### src/rtl/wfid_done_collector.sv
// One-hot write-port mux with registered wfid/done outputs, plus a small FIFO
// that queues completed wfids for the wavefront tracker.
module wfid_done_collector #(
   parameter int unsigned NUM_PORTS  = 8,
   parameter int unsigned SEL_WIDTH  = 16,
   parameter int unsigned WFID_WIDTH = 6,
   parameter int unsigned DEPTH      = 4
) (
   input  logic                            clk,
   input  logic                            rst,
   input  logic [SEL_WIDTH-1:0]            wr_port_select,
   input  logic [NUM_PORTS-1:0]            wfid_done,
   input  logic [NUM_PORTS*WFID_WIDTH-1:0] wfid,
   output logic [WFID_WIDTH-1:0]           muxed_wfid,
   output logic                            muxed_wfid_done,
   output logic                            sel_error,
   output logic                            done_valid,
   output logic [WFID_WIDTH-1:0]           done_wfid,
   input  logic                            done_ready,
   output logic [$clog2(DEPTH+1)-1:0]      done_count,
   output logic                            overflow,
   input  logic                            overflow_clr
);

   localparam int unsigned PTR_W = $clog2(DEPTH);
   localparam int unsigned CNT_W = $clog2(DEPTH+1);

   logic                  any_low, multi_low, high_set;
   logic                  legal, idle, illegal;
   logic [WFID_WIDTH-1:0] sel_wfid;
   logic                  sel_done;

   // Decode and select in one pass; sel_wfid/sel_done hold the last set
   // in-range bit, which is only used when the select is legal.
   always_comb begin
      any_low   = 1'b0;
      multi_low = 1'b0;
      high_set  = 1'b0;
      sel_wfid  = '0;
      sel_done  = 1'b0;
      for (int unsigned i = 0; i < SEL_WIDTH; i++) begin
         if (wr_port_select[i]) begin
            if (i >= NUM_PORTS) begin
               high_set = 1'b1;
            end else begin
               if (any_low) multi_low = 1'b1;
               any_low  = 1'b1;
               sel_wfid = wfid[i*WFID_WIDTH +: WFID_WIDTH];
               sel_done = wfid_done[i];
            end
         end
      end
   end

   assign idle    = (wr_port_select == '0);
   assign legal   = any_low & ~multi_low & ~high_set;
   assign illegal = ~legal & ~idle;

   logic [WFID_WIDTH-1:0] mem_q [DEPTH];
   logic [PTR_W-1:0]      wr_ptr_q, rd_ptr_q;
   logic [CNT_W-1:0]      count_q;
   logic                  push_req, pop, full, do_push, drop;

   assign push_req = legal & sel_done;
   assign full     = (count_q == CNT_W'(DEPTH));
   assign pop      = done_valid & done_ready;
   // A push into a full FIFO still lands if the head leaves on the same edge.
   assign do_push  = push_req & (~full | pop);
   assign drop     = push_req & full & ~pop;

   always_ff @(posedge clk or posedge rst) begin
      if (rst) begin
         muxed_wfid      <= '0;
         muxed_wfid_done <= 1'b0;
         sel_error       <= 1'b0;
         wr_ptr_q        <= '0;
         rd_ptr_q        <= '0;
         count_q         <= '0;
         overflow        <= 1'b0;
         for (int unsigned i = 0; i < DEPTH; i++) mem_q[i] <= '0;
      end else begin
         muxed_wfid      <= legal ? sel_wfid : '0;
         muxed_wfid_done <= legal & sel_done;
         sel_error       <= illegal;
         if (do_push) begin
            mem_q[wr_ptr_q] <= sel_wfid;
            wr_ptr_q        <= wr_ptr_q + PTR_W'(1);
         end
         if (pop) rd_ptr_q <= rd_ptr_q + PTR_W'(1);
         count_q <= count_q + CNT_W'(do_push) - CNT_W'(pop);
         if (drop) overflow <= 1'b1;
         else if (overflow_clr) overflow <= 1'b0;
      end
   end

   assign done_valid = (count_q != '0);
   assign done_wfid  = mem_q[rd_ptr_q];
   assign done_count = count_q;

endmodule

### config.mk
export PLATFORM = sky130hd
export DESIGN_NAME = wfid_done_collector
export DESIGN_NICKNAME = d
export VERILOG_FILES = /design/src/rtl/wfid_done_collector.sv
export SDC_FILE = /design/constraint.sdc
export NUM_CORES = 1
export LEC_CHECK = 0
export BUFFER_PORTS_ARGS = -buffer_cell sky130_fd_sc_hd__buf_2
export CAP_MARGIN = 10
export CORE_MARGIN = 1
export CORE_UTILIZATION = 32
export CTS_BUF_LIST = sky130_fd_sc_hd__clkbuf_16
export CTS_CLUSTER_SIZE = 25
export DETAILED_ROUTE_END_ITERATION = 7
export HOLD_SLACK_MARGIN = 0.15
export PLACE_DENSITY_LB_ADDON = 0.08
export SLEW_MARGIN = 25
export SYNTH_ARGS = -nofsm -noshare
export SYNTH_HDL_FRONTEND = slang
export SYNTH_SLANG_ARGS = --single-unit
### constraint.sdc
create_clock -name clk -period 2.12 [get_ports clk]
set_input_delay 0.424 -clock clk [delete_from_list [all_inputs] [get_ports clk]]
set_output_delay 0.424 -clock clk [all_outputs]
set_load 0.03 [all_outputs]
# Word level (Yosys, flattened, before mapping)
# Cells that the tools add are included.
[word_totals] elab_cells=95 output_inout_bits=19 input_bits=76 ff_bits=40
[classes] n_eq_ne=1 magnitude_cmp=3 n_reduce_logical=4 add_sub_neg=4 muxes=55 bitwise=17
[op_table] op="$mux W6" n=12
[op_table] op="$mux W1" n=40
[op_table] op="$bwmux W24" n=1
[op_table] op="$logic_not A16 Y1" n=1
[op_table] op="$bmux W6 S2" n=1
[op_table] op="$demux W6 S2" n=1
[op_table] op="$and A1 B1 Y1" n=8
[op_table] op="$ge A3 B3 Y1 const B" n=2
[op_table] op="$not A1 Y1" n=6
[op_table] op="$not A2 Y3" n=2
[op_table] op="$add A2 B1 Y2 const B" n=2
[op_table] op="$add A3 B1 Y3" n=1
[op_table] op="$eq A3 B3 Y1 const B" n=1
[op_table] op="$lt A3 B1 Y1 const B" n=1
[op_table] op="$reduce_bool A3 Y1" n=1
[op_table] op="$sub A3 B1 Y3" n=1
[op_table] op="$reduce_bool A2 Y1" n=1
[op_table] op="$logic_and A1 B1 Y1" n=1
[op_table] op="$or A1 B1 Y1" n=1

# Longest topological paths before layout
[depth] word_depth=22 ltp_mapped=14 depth_no_buf=11

# Worst setup path after synthesis
# OpenSTA, ideal clock, no wires.
[synth_timing] kind="input -> register" start="input wr_port_select[1]" end="register count_q[2], in the netlist done_count[2]" required_ns=1.997 slack_ns=-1.069 t_arrival_ns=3.066 cell_stages=13 path_buffers=2 cell_sequence="buf_6 > or4_1 > buf_2 > o21ai_2 > o211ai_1 > nor4_2 > inv_1 > ha_1 > inv_1 > ha_1 > fa_1 > xnor2_1 > xnor2_1"
[synth_via] elab_chain_cells=20 word_cells_on_any_way=34 classes_between="2 x add/sub; 27 x mux; 5 x bitwise"
[synth_lines] element="start: declaration" line="11" text="input logic [SEL_WIDTH-1:0] wr_port_select,"
[synth_lines] element="$mux W1" line="42" text="if (wr_port_select[i]) begin"
[synth_lines] element="$mux W1" line="46" text="if (any_low) multi_low = 1'b1;"
[synth_lines] element="$mux W1" line="42"
[synth_lines] element="$mux W1" line="46"
[synth_lines] element="$mux W1" line="42"
[synth_lines] element="$mux W1" line="46"
[synth_lines] element="$mux W1" line="42"
[synth_lines] element="$mux W1" line="46"
[synth_lines] element="[... 3 more ...]"
[synth_lines] element="$mux W1" line="46"
[synth_lines] element="$mux W1" line="42"
[synth_lines] element="$not A1 Y1" line="56" text="assign legal = any_low & ~multi_low & ~high_set;"
[synth_lines] element="$and A1 B1 Y1 (2 in series)" line="56"
[synth_lines] element="$and A1 B1 Y1 *" line="64" text="assign push_req = legal & sel_done;"
[synth_lines] element="$and A1 B1 Y1 *" line="68" text="assign do_push = push_req & (~full | pop);"
[synth_lines] element="$add A3 B1 Y3 *" line="90" text="count_q <= count_q + CNT_W'(do_push) - CNT_W'(pop);"
[synth_lines] element="$sub A3 B1 Y3 *" line="90"
[synth_lines] element="end signal: assignment" line="90"
[synth_lines] element="end: declaration" line="61" text="logic [CNT_W-1:0] count_q;"
# Every way passes the cells marked *; elsewhere a longest branch is shown, timed or not.
# A chain may end at the register's enable or synchronous reset.

# Worst setup path after layout
# Ends and elaborated chain as after synthesis.

==> key figures <==
Worst setup path
  • CP max stage delay: 590 ps
  • Slowest-stage cell, CP: or4_4
  • Critical path buffers and inverters: 3
  • Critical Path End Type: register
  • Critical Path RT: 2280 ps
  • Crit-path cells: buf_6, or4_4, a21oi_2, o211ai_1, nor4_4, inv_1, ha_1, inv_2, ha_4, fa_2, xnor2_2, xnor2_1
  • CP Class: in2reg
  • Critical Path Fanout Max: 5
  • Worst EP arrival: 2790 ps
  • Crit path max-delay family: adder cells
  • CP Launch Point: wr_port_select[1]
  • Setup crit start kind: input port
  • Reg-to-reg startpoint: done_count[1]

Clocking
  • Worst-Skew Late Latency: 280 ps
  • CTS Buf Count: 5
  • Clock Root Buffer: clkbuf_16
  • CTS Sinks: 40
  • H-tree depth: 2
  • Bufs on Longest Clock Path: 2
  • Reg clk slew, reported paths: 60 ps
  • TritonCTS clock tree: done

Flow run
  • Max Cap Viol: 0

Status
  • Status: complete, but fails checks
  • Violated checks: setup timing

Timing
  • Crit path time final: 2620 ps
  • RSZ-0062 raised after global routing: yes
  • Final Hold Viols: 0
  • Count of final max-slew check failures: 0
  • Max transition margin: 66.0%
  • Final clock skew: 5.89 ps
  • Tcrit/Tclk final: 124%
  • Final setup viols: 27
  • Worst slew pin tran: 509 ps
  • Fmax: 381 MHz
  • Final worst setup slack: -504 ps

Pwr
  • Sw power: 0.726 mW
  • Peak supply drop: 0.325 mV
  • Gate power share: 28.4%
  • Internal: 1.73 mW
  • Switching share of power: 29.5%
  • PwrDens: 682 nW/um2
  • Clock power share: 34.8%
  • Seq pwr share: 36.8%
  • Leakage: 1.77 nW

Min path
  • Tightest Hold Check Type: in2async

Placed design
  • Final weighted congestion in routability-driven placement: 0.867
  • Post-Place Cells: 426
  • Post-DP HPWL: 5210 um
  • Port-buffer cells: 94

Yosys
  • Yosys cell types: 43
  • Net Count, Synth: 290
  • Top-area cell type share of the netlist area: 41.7%
  • #FFs+latches synth: 40
  • Seq/Total Area, Yosys: 41.7%
  • Share of flip-flops with an asynchronous set or reset: 100%
  • Main area contributors after synthesis: dfrtp_1, mux2_2, mux4_2
  • Post-synth EDFFs: 0
  • Top_reg_cell synth: dfrtp_1
  • Cells after synthesis: 207
  • Synth area leader: dfrtp_1
  • Syn_area_per_cell: 11.6 um2
  • Synthesis Warnings: 0
  • Mapped Area: 2400 um2

Routing
  • DRC: 0
  • Vias: 2,112
  • Routed wire per std cell: 14.5 um
  • Via/cell ratio: 4.84
  • Final wirelength: 6340 um
  • Remaining antenna violation count: 0
  • First-iteration detailed-routing DRC count: 31
  • DR pass1 iterations: 4

Global route
  • First-pass GRT wire length: 10,300 um
  • Largest net degree at the start of global routing: 41
  • GRT Residual Overflow: 0
  • Initial antenna violation count: 0
  • Global Route Usage Sum: 17.3%
  • Vias in the first global route: 2,239

Layout
  • Area Overhead vs Synth: 50.1%
  • Ant diodes: 0
  • Final nets: 419
  • Fillers: 714
  • Core Util, Final: 49.7%
  • Finished Layout Cells: 436
  • Share of layout cells above drive strength 1: 59.3%

Floorplanning
  • Core area: 7250 um2
  • Row count: 31
  • Chip width: 88.6 um
  • Die area: 7860 um2
  • Die height: 88.6 um
  • I/O Pins: 95
  • Starting Density: 33.1%
-- layout by cell type, fill, tap and decap left out, drive strengths merged, types with 2 or more instances in the layout --
| master | count |
|---|---|
| a21oi | 6 |
| xor2 | 2 |
| nand2b | 2 |
| inv | 17 |
| clkbuf | 5 |
| o31ai | 5 |
| a22o | 5 |
| o22ai | 7 |
| xnor2 | 4 |
| clkinv | 2 |
| buf | 137 |
| nor2b | 9 |
| a211o | 2 |
| or2 | 4 |
| or3 | 2 |
| mux2 | 25 |
| nor4b | 4 |
| nand3 | 2 |
| nor2 | 4 |
| nand2 | 6 |
| a221oi | 14 |
| ha | 6 |
| o21ai | 2 |
| dfrtp | 40 |
| nor4 | 5 |
| mux4 | 6 |
-- worst register-to-register path: stages, from the launching register on --
cell and delay [ps]:
dfrtp_1 370, or4b_2 700, nand2_1 130, nor4_4 60
inv_1 60, ha_1 140, inv_2 40, ha_4 150
fa_2 370, xnor2_2 150, xnor2_1 120
-- final cells by class --
type                            count  area [um2]  area share [%]
Timing Repair Buffer              137         817            22.7
Multi-Input combinational cell    135        1430            39.6
Clock inverter                      3        47.5            1.32
Inverter                           17        63.8            1.77
Clock buffer                        5         125            3.47
Sequential cell                    40        1000            27.8
Tap cell                           99         124            3.44
-- metal layers --
metal  track usage, %  routed length [um]  up-vias
met1             20.8                2770     1003
met2             31.7                3180       78
met5                0                   0        -
met3             3.45                 344        2
met4             3.96                  40        0
li1                 -                   -     1029
-- flip-flops by register name, indices dropped and copies added (netlist names) --
| register | count |
|---|---|
| done_count | 3 |
| wr_ptr_q | 2 |
| sel_error | 1 |
| mem_q | 24 |
| muxed_wfid_done | 1 |
| muxed_wfid | 6 |
| overflow | 1 |
| rd_ptr_q | 2 |
-- worst paths after layout --
| kind | end | slack, ps | cells past startpoint |
|---|---|---|---|
| setup / recovery | done_count[2] | -500 | 12 |
| hold / removal | muxed_wfid[3] | 260 | 3 |
| setup reg to reg | done_count[2] | -270 | 10 |
| hold reg to reg | mem_q[18] | 510 | 1 |
| max in group asynchronous | rd_ptr_q[0] | 1480 | 3 |
| min in group clk | overflow | 330 | 2 |
-- logic make-up (layout without fill, tap and decap cells) --
| group | Yosys count | count (layout) | synth area share, % |
|---|---|---|---|
| DFF | 40 | 40 | 41.7 |
| muxes | 31 | 31 | 17.3 |
| and+or+nand+nor | 43 | 43 | 14.1 |
| buffers and inverters | 32 | 162 | 5.36 |
| AOI/OAI and AO/OA | 47 | 47 | 15.0 |
| adders and majority gates | 8 | 8 | 4.37 |
| xor gates and xnor gates | 6 | 6 | 2.19 |
-- power by group through the flow --
stage,logic (mW),registers (mW),clock network (mW)
4_1_cts,0.713,0.909,0.880
3_5_place_dp,0.702,0.920,0
5_1_grt,0.769,0.920,0.913
2_1_floorplan,0.411,0.927,0
3_3_place_gp,0.694,0.923,0
6_report,0.699,0.906,0.855
-- synthesized netlist by cell type, types with 2 or more instances --
| library cell | instances |
|---|---|
| nor2b_1 | 9 |
| buf_1 | 2 |
| xor2_1 | 2 |
| o22ai_1 | 7 |
| a221oi_1 | 14 |
| inv_1 | 17 |
| dfrtp_1 | 40 |
| nor4b_4 | 4 |
| mux2_2 | 22 |
| or2_2 | 4 |
| a211o_1 | 2 |
| xnor2_1 | 4 |
| nand2b_1 | 2 |
| ha_1 | 6 |
| a21oi_1 | 6 |
| mux4_2 | 6 |
| nand2_1 | 6 |
| nor4_1 | 4 |
| o31ai_1 | 5 |
| nand3_1 | 2 |
| clkbuf_1 | 11 |
| a22o_1 | 5 |
| mux2_1 | 3 |
| nor2_1 | 4 |
| or3_1 | 2 |
-- what timing repair did --
| action | in CTS | in global routing |
|---|---|---|
| endpoints found under the setup margin | 31 | 27 |
| hold endpoints to repair | 0 | 0 |
| pin swaps | 9 | 1 |
| buffers inserted | 2 | 0 |
| resized for setup | 12 | 2 |
| hold buffers | 0 | 0 |
-- stage by stage --
step | worst slack (ps) | instance area [um2] | hold WS [ps] | power, mW | setup TNS (ps)
CTS | -521 | 3600 | 279 | 2.50 | -3330
finish | -504 | 3610 | 265 | 2.46 | -3290
global placement | -831 | 3370 | 467 | 1.62 | -12400
global route | -612 | 3610 | 321 | 2.60 | -5790
floorplan | -759 | 2570 | 453 | 1.34 | -8120
detailed placement | -943 | 3370 | 475 | 1.62 | -13200
Note: power is estimated with default switching activity, not from simulation.
